`src/rtl/video_pkg.sv`:
```
// Shared display-path definitions: default 640x480@60 timing, sync polarity and RGB332 channel expansion.
package video_pkg;

  localparam int DEF_H_ACTIVE = 640;
  localparam int DEF_H_FP     = 16;
  localparam int DEF_H_SYNC   = 96;
  localparam int DEF_H_BP     = 48;
  localparam int DEF_V_ACTIVE = 480;
  localparam int DEF_V_FP     = 10;
  localparam int DEF_V_SYNC   = 2;
  localparam int DEF_V_BP     = 33;

  typedef enum logic {
    POL_LOW  = 1'b0,
    POL_HIGH = 1'b1
  } sync_pol_e;

  // Left-justified bit replication of a 3-bit (or 2-bit) field to 10 bits; callers keep the top bits they need.
  function automatic logic [9:0] rgb_field_expand(input logic [2:0] field, input logic two_bit);
    logic [11:0] rep3;
    rep3 = {4{field}};
    return two_bit ? {5{field[1:0]}} : rep3[11:2];
  endfunction

endpackage

```
`src/rtl/video_timing_gen_delay_line.sv`:
```
// Width/depth-parametrised shift register; every stage resets to RESET_VAL.
module delay_line #(
  parameter int               WIDTH     = 1,
  parameter int               DEPTH     = 1,
  parameter logic [WIDTH-1:0] RESET_VAL = '0
) (
  input  logic             clk,
  input  logic             reset,
  input  logic [WIDTH-1:0] din,
  output logic [WIDTH-1:0] dout
);

  logic [WIDTH-1:0] stage [DEPTH];

  always_ff @(posedge clk or posedge reset) begin
    if (reset) begin
      for (int i = 0; i < DEPTH; i++) stage[i] <= RESET_VAL;
    end else begin
      stage[0] <= din;
      for (int i = 1; i < DEPTH; i++) stage[i] <= stage[i-1];
    end
  end

  assign dout = stage[DEPTH-1];

endmodule

```
`src/rtl/video_timing_gen.sv`:
```
// Raster timing generator with frame-boundary run/stop control and delayed sync/DE/RGB output stage.
//   state        | meaning
//   ST_IDLE      | counters parked at (0,0), all outputs inactive
//   ST_RUN       | scanning, enable held high
//   ST_STOPPING  | enable dropped; finish current frame, then idle
module video_timing_gen
  import video_pkg::*;
#(
  parameter int H_ACTIVE    = DEF_H_ACTIVE,
  parameter int H_FP        = DEF_H_FP,
  parameter int H_SYNC      = DEF_H_SYNC,
  parameter int H_BP        = DEF_H_BP,
  parameter int V_ACTIVE    = DEF_V_ACTIVE,
  parameter int V_FP        = DEF_V_FP,
  parameter int V_SYNC      = DEF_V_SYNC,
  parameter int V_BP        = DEF_V_BP,
  parameter int HS_POL      = 0,
  parameter int VS_POL      = 0,
  parameter int PIXEL_DELAY = 8,
  parameter int OUT_BITS    = 8,
  parameter int COUNT_BITS  = 12
) (
  input  logic                  clk,
  input  logic                  reset,
  input  logic                  enable,
  input  logic [7:0]            color,
  output logic                  pixel_req,
  output logic [COUNT_BITS-1:0] count_h,
  output logic [COUNT_BITS-1:0] count_v,
  output logic                  line_start,
  output logic                  frame_start,
  output logic [15:0]           frame_count,
  output logic                  running,
  output logic                  vga_hs,
  output logic                  vga_vs,
  output logic                  vga_de,
  output logic [OUT_BITS-1:0]   vga_r,
  output logic [OUT_BITS-1:0]   vga_g,
  output logic [OUT_BITS-1:0]   vga_b
);

  localparam int H_TOTAL = H_ACTIVE + H_FP + H_SYNC + H_BP;
  localparam int V_TOTAL = V_ACTIVE + V_FP + V_SYNC + V_BP;

  localparam logic [COUNT_BITS-1:0] H_LAST   = COUNT_BITS'(H_TOTAL - 1);
  localparam logic [COUNT_BITS-1:0] V_LAST   = COUNT_BITS'(V_TOTAL - 1);
  localparam logic [COUNT_BITS-1:0] H_VIS    = COUNT_BITS'(H_ACTIVE);
  localparam logic [COUNT_BITS-1:0] V_VIS    = COUNT_BITS'(V_ACTIVE);
  localparam logic [COUNT_BITS-1:0] HS_START = COUNT_BITS'(H_ACTIVE + H_FP);
  localparam logic [COUNT_BITS-1:0] HS_END   = COUNT_BITS'(H_ACTIVE + H_FP + H_SYNC);
  localparam logic [COUNT_BITS-1:0] VS_START = COUNT_BITS'(V_ACTIVE + V_FP);
  localparam logic [COUNT_BITS-1:0] VS_END   = COUNT_BITS'(V_ACTIVE + V_FP + V_SYNC);

  localparam sync_pol_e HS_ON = (HS_POL != 0) ? POL_HIGH : POL_LOW;
  localparam sync_pol_e VS_ON = (VS_POL != 0) ? POL_HIGH : POL_LOW;
  localparam logic      HS_ON_L = logic'(HS_ON);
  localparam logic      VS_ON_L = logic'(VS_ON);

  localparam logic [1:0] ST_IDLE     = 2'd0;
  localparam logic [1:0] ST_RUN      = 2'd1;
  localparam logic [1:0] ST_STOPPING = 2'd2;

  logic [1:0]            state, state_nxt;
  logic [COUNT_BITS-1:0] h, v, h_nxt, v_nxt;
  logic                  h_last, frame_last;
  logic                  hs_act, vs_act;
  logic [2:0]            sync_raw, sync_dly;
  logic [7:0]            color_q;

  assign h_last     = (h == H_LAST);
  assign frame_last = h_last && (v == V_LAST);

  always_comb begin
    state_nxt = state;
    h_nxt     = h;
    v_nxt     = v;
    if (state != ST_IDLE) begin
      h_nxt = h_last ? '0 : h + 1'b1;
      if (h_last) v_nxt = (v == V_LAST) ? '0 : v + 1'b1;
    end
    case (state)
      ST_IDLE:     if (enable) state_nxt = ST_RUN;
      ST_RUN:      if (!enable) state_nxt = ST_STOPPING;
      // enable returning on the very last pixel keeps us running into the next frame
      ST_STOPPING: begin
        if (enable)          state_nxt = ST_RUN;
        else if (frame_last) state_nxt = ST_IDLE;
      end
      default:     state_nxt = ST_IDLE;
    endcase
  end

  always_ff @(posedge clk or posedge reset) begin
    if (reset) begin
      state <= ST_IDLE;
      h     <= '0;
      v     <= '0;
    end else begin
      state <= state_nxt;
      h     <= h_nxt;
      v     <= v_nxt;
    end
  end

  assign running     = (state != ST_IDLE);
  assign count_h     = h;
  assign count_v     = v;
  assign pixel_req   = running && (h < H_VIS) && (v < V_VIS);
  assign line_start  = running && (h == '0) && (v < V_VIS);
  assign frame_start = running && (h == '0) && (v == '0);

  always_ff @(posedge clk or posedge reset) begin
    if (reset)            frame_count <= '0;
    else if (frame_start) frame_count <= frame_count + 16'd1;
  end

  assign hs_act   = running && (h >= HS_START) && (h < HS_END);
  assign vs_act   = running && (v >= VS_START) && (v < VS_END);
  assign sync_raw = {hs_act ? HS_ON_L : ~HS_ON_L, vs_act ? VS_ON_L : ~VS_ON_L, pixel_req};

  delay_line #(
    .WIDTH    (3),
    .DEPTH    (PIXEL_DELAY),
    .RESET_VAL({~HS_ON_L, ~VS_ON_L, 1'b0})
  ) u_sync_dly (
    .clk  (clk),
    .reset(reset),
    .din  (sync_raw),
    .dout (sync_dly)
  );

  assign vga_hs = sync_dly[2];
  assign vga_vs = sync_dly[1];
  assign vga_de = sync_dly[0];

  // colour arrives one cycle before its DE slot, so a single register lines it up
  always_ff @(posedge clk or posedge reset) begin
    if (reset) color_q <= '0;
    else       color_q <= color;
  end

  assign vga_r = vga_de ? OUT_BITS'(rgb_field_expand(color_q[7:5], 1'b0) >> (10 - OUT_BITS)) : '0;
  assign vga_g = vga_de ? OUT_BITS'(rgb_field_expand(color_q[4:2], 1'b0) >> (10 - OUT_BITS)) : '0;
  assign vga_b = vga_de ? OUT_BITS'(rgb_field_expand({1'b0, color_q[1:0]}, 1'b1) >> (10 - OUT_BITS)) : '0;

endmodule

```
`config.mk`:
```
export PLATFORM = sky130hd
export DESIGN_NAME = video_timing_gen
export DESIGN_NICKNAME = d
export VERILOG_FILES = /design/src/rtl/video_pkg.sv /design/src/rtl/video_timing_gen_delay_line.sv /design/src/rtl/video_timing_gen.sv
export SDC_FILE = /design/constraint.sdc
export NUM_CORES = 1
export LEC_CHECK = 0
export BUFFER_PORTS_ARGS = -buffer_cell sky130_fd_sc_hd__buf_4
export CAP_MARGIN = 20
export CELL_PAD_IN_SITES_DETAIL_PLACEMENT = 0
export CELL_PAD_IN_SITES_GLOBAL_PLACEMENT = 1
export CORE_MARGIN = 8
export CORE_UTILIZATION = 25
export DETAILED_ROUTE_END_ITERATION = 12
export PLACE_DENSITY = 0.51
export SLEW_MARGIN = 5
export SYNTH_ARGS = -nofsm -noshare
export SYNTH_HDL_FRONTEND = slang
export SYNTH_SLANG_ARGS = --single-unit
```
`constraint.sdc`:
```
create_clock -name clk -period 5.7 [get_ports clk]
set_clock_uncertainty 0.1 [all_clocks]
set_input_delay 0.285 -clock clk [delete_from_list [all_inputs] [get_ports clk]]
set_output_delay 0.285 -clock clk [all_outputs]
set_load 0.01 [all_outputs]
```
==> results.toml <==
[outcome]
outcome = "completed"

[synth]
synth.net_count = 290
synth.lib_cells_used.distinct = 43
synth_seq_cells = 74
synthesis.instances = 274
synth.cell_area_sq_um = 3158
synth.largest_area_cell = "dfrtp_1"
synth-main-ff-cell = "dfrtp_1"
synth.top_cells.by_count = "58 x dfrtp_1, 25 x nand2_1, 17 x xnor2_1"
fraction_of_synthesized_cell_area_taken_by_the_top_area_cell_type = 0.4596
yosys.cell_count.top_type = "dfrtp_1"
synthTopCellsByArea = "dfrtp_1 46%, dfstp_2 13%, xnor2_1 4.7%"
seq_area_frac_synth = 0.5927
yosys_warnings = 0
synth-async-reset-ratio = 1.000
synth.avg_cell_area_sq_um = 11.53
synth_edf_count = 0

[worst_setup_path]
cp_num_cells = 6
path_buf_inv = 2
worstSetupEndpointType = "output port"
worst_r2r_endpoint = "count_v[4]"
critPathTopFamily = "simple AND/OR/NAND/NOR gates"
regToRegSetupSlack_ns = 3.04
worst_r2r_startpoint = "count_v[1]"
crit_path_max_incr_delay_ns = 0.46
worstSetupStartpoint = "count_v[1]"
worstPathRequired_ns = 5.32
cp-start-kind = "register"
r2r_depth = 8
timing.critical_path.to = "frame_start"
timing.critical_path.slowest_stage_cell = "or4b_1"
critPathArrivalTime_ns = 2.49
crit_path_cell_trace = "inv_1, ha_1, or4b_1, or3_4, nor3_1, buf_4"
timing_worst_setup_path_type = "reg -> out"
path_max_fanout = 6

[timing]
hold_ws_ns = 0.1548
report.final.setup_viol = 0
finalWorstPathRequiredPeriod_ns = 2.878
final_worst_path_setup_slack_ns = 2.822
finalHoldViolCount = 0
relSlewSlack = 0.3606
slew_violations = 0
rsz0062_at_grt = "no"
highest_clock_frequency_the_design_can_meet_mhz = 347.5
worst_pin_slew_ns = 0.9591
tns_ns = 0
finalCritPeriodShare = 0.5048

[global_routing]
via_count_of_the_first_global_routing_pass = 2369
grt_use_total = 0.09805
grt_antenna_before_repair = 0
grt_first_pass_wirelength_um = 12560
grt_remaining_overflow = 0
maximum_number_of_pins_on_one_net_before_global_route_repair = 75

[layout]
layout_cells_sized_above_1 = 0.3481
multi_input_area_sq_um = 1102
postLayoutCoreUtil = 0.3416
num-fill-cells = 1287
antenna_cells = 0
nets = 373
layout.cells.non_filler = 534
seqCellArea_sq_um = 1872
stdcell_area_sq_um = 4258
synthToLayoutAreaGrowth_pct = 34.83

[clocking]
clock_insertion_delay_worst_skew_ns = 0.34
postCtsSetupRepairBufs = 0
clk_root_buffer_cell = "clkbuf_16"
clkTransAtPathRegs_ns = 0.06
cts_repair_resized_insts = 0
clock_tree_buffer_depth = 2
cts_tree = "done"
number_of_buffers_added_by_the_clock_tree_synthesis_step = 9
cts-htree-levels = 3
clock_sinks = 74

[die]
floorplan.initialDensity = 0.2533
die_area_sq_um = 16480
floorplan.io_pins = 82
core-area_sq_um = 12470
row_count = 41
die_x_um = 128.4
die-height_um = 128.4

[routing]
drc_violation_count_after_routing = 0
routed_wirelength_um = 7489
route.antenna.remaining_nets = 0
detailedRoute.firstIterationViolations = 102
detailedRoute.firstPassIterationCount = 4
vias_per_cell = 4.191
dr_total_vias = 2238
wire_per_inst_um = 14.02

[power]
power_mw = 1.467
power.static_leakage_nw = 1.938
cellPowerDensity_nw_per_um2 = 344.4
worst_ir_drop_vdd_mv = 0.1769

[placement]
detailedPlace.worstSlack_ns = 3.055
io_buffers = 81
place_inst = 509
gp_congestion = 0.7373
post_place_cell_area_sq_um = 3855
dp.final_hpwl_um = 5320

[min_path]
hold_class = "in -> async"

[flow_run]
cap_viol_max_count = 0
[placed cells by master, fill, tap and decap left out, types with 5 or more instances in the layout]
master	netlist	layout
buf_4	16	83
dfrtp_1	58	58
nand2_1	25	25
xnor2_1	17	17
dfstp_2	16	16
nor2_1	15	15
nand3_1	12	12
xor2_1	11	11
o21ai_0	9	9
inv_1	10	9
clkbuf_16	0	9
dlygate4sd3_1	0	9
nor3_1	8	8
nand4_1	8	8
and2_1	8	8
nor4_1	5	5
a21oi_1	5	5
ha_1	5	5
[worst min-delay path by stage]
stage	start	to	slack, ns
CTS	reset	color_q[5]	0.19
finish	reset	color_q[5]	0.15
global route	reset	color_q[5]	0.23
floorplan	color[0]	color_q[0]	0.22
detailed placement	u_sync_dly.stage[9]	u_sync_dly.stage[6]	0.24
global placement	u_sync_dly.stage[3]	u_sync_dly.dout[0]	0.23
[state kept, by name (all words and copies together) (netlist names)]
register	count
color_q	8
count_h	12
count_v	12
frame_count	16
state	2
u_sync_dly.dout	3
u_sync_dly.stage	21
[cell families (layout without fill, tap and decap cells)]
group / count (synthesis) / in the layout / synth area share
adder cells (fa/ha/maj): 5 / 5 / 0.01981
XOR/XNOR: 28 / 28 / 0.07765
AND/OR/NAND/NOR: 112 / 112 / 0.2033
buffers and inverters: 31 / 119 / 0.05824
multiplexers: 2 / 2 / 0.007131
flip-flops: 74 / 74 / 0.5927
AO/OA/AOI/OAI: 22 / 22 / 0.04121
[where the power goes]
group / total (mW) / leakage [nW] / switching [mW] / internal, mW
combinational: 0.235 / 0.873 / 0.114 / 0.121
clock: 0.598 / 0.146 / 0.216 / 0.383
sequential: 0.633 / 0.919 / 0.0620 / 0.571
total: 1.47 / 1.94 / 0.392 / 1.07
[layout make-up]
type,instances,share of cell area
Timing Repair Buffer,93,0.1687
Tap cell,172,0.05054
Clock inverter,5,0.01881
Sequential cell,74,0.4396
Clock buffer,11,0.05466
Multi-Input combinational cell,169,0.2589
Inverter,10,0.008816
[timing repair]
| action | in CTS | in global routing |
|---|---|---|
| endpoints found under the setup margin | 0 | 0 |
| hold buffers | 9 | 0 |
| endpoints found under the hold margin | 9 | 0 |
[per-layer routing]
layer	vias to the layer above	share of wire	global-route usage
li1	1088	-	-
met1	1071	0.44	0.1154
met2	71	0.44	0.1470
met3	8	0.11	0.05296
met4	0	0.014	0.03776
met5	-	0	0
[worst min-delay path, delay by kind of cell]
family                 cells  cell delay, ns
buffers and inverters      3            0.86
(Power assumes the default switching activity.)
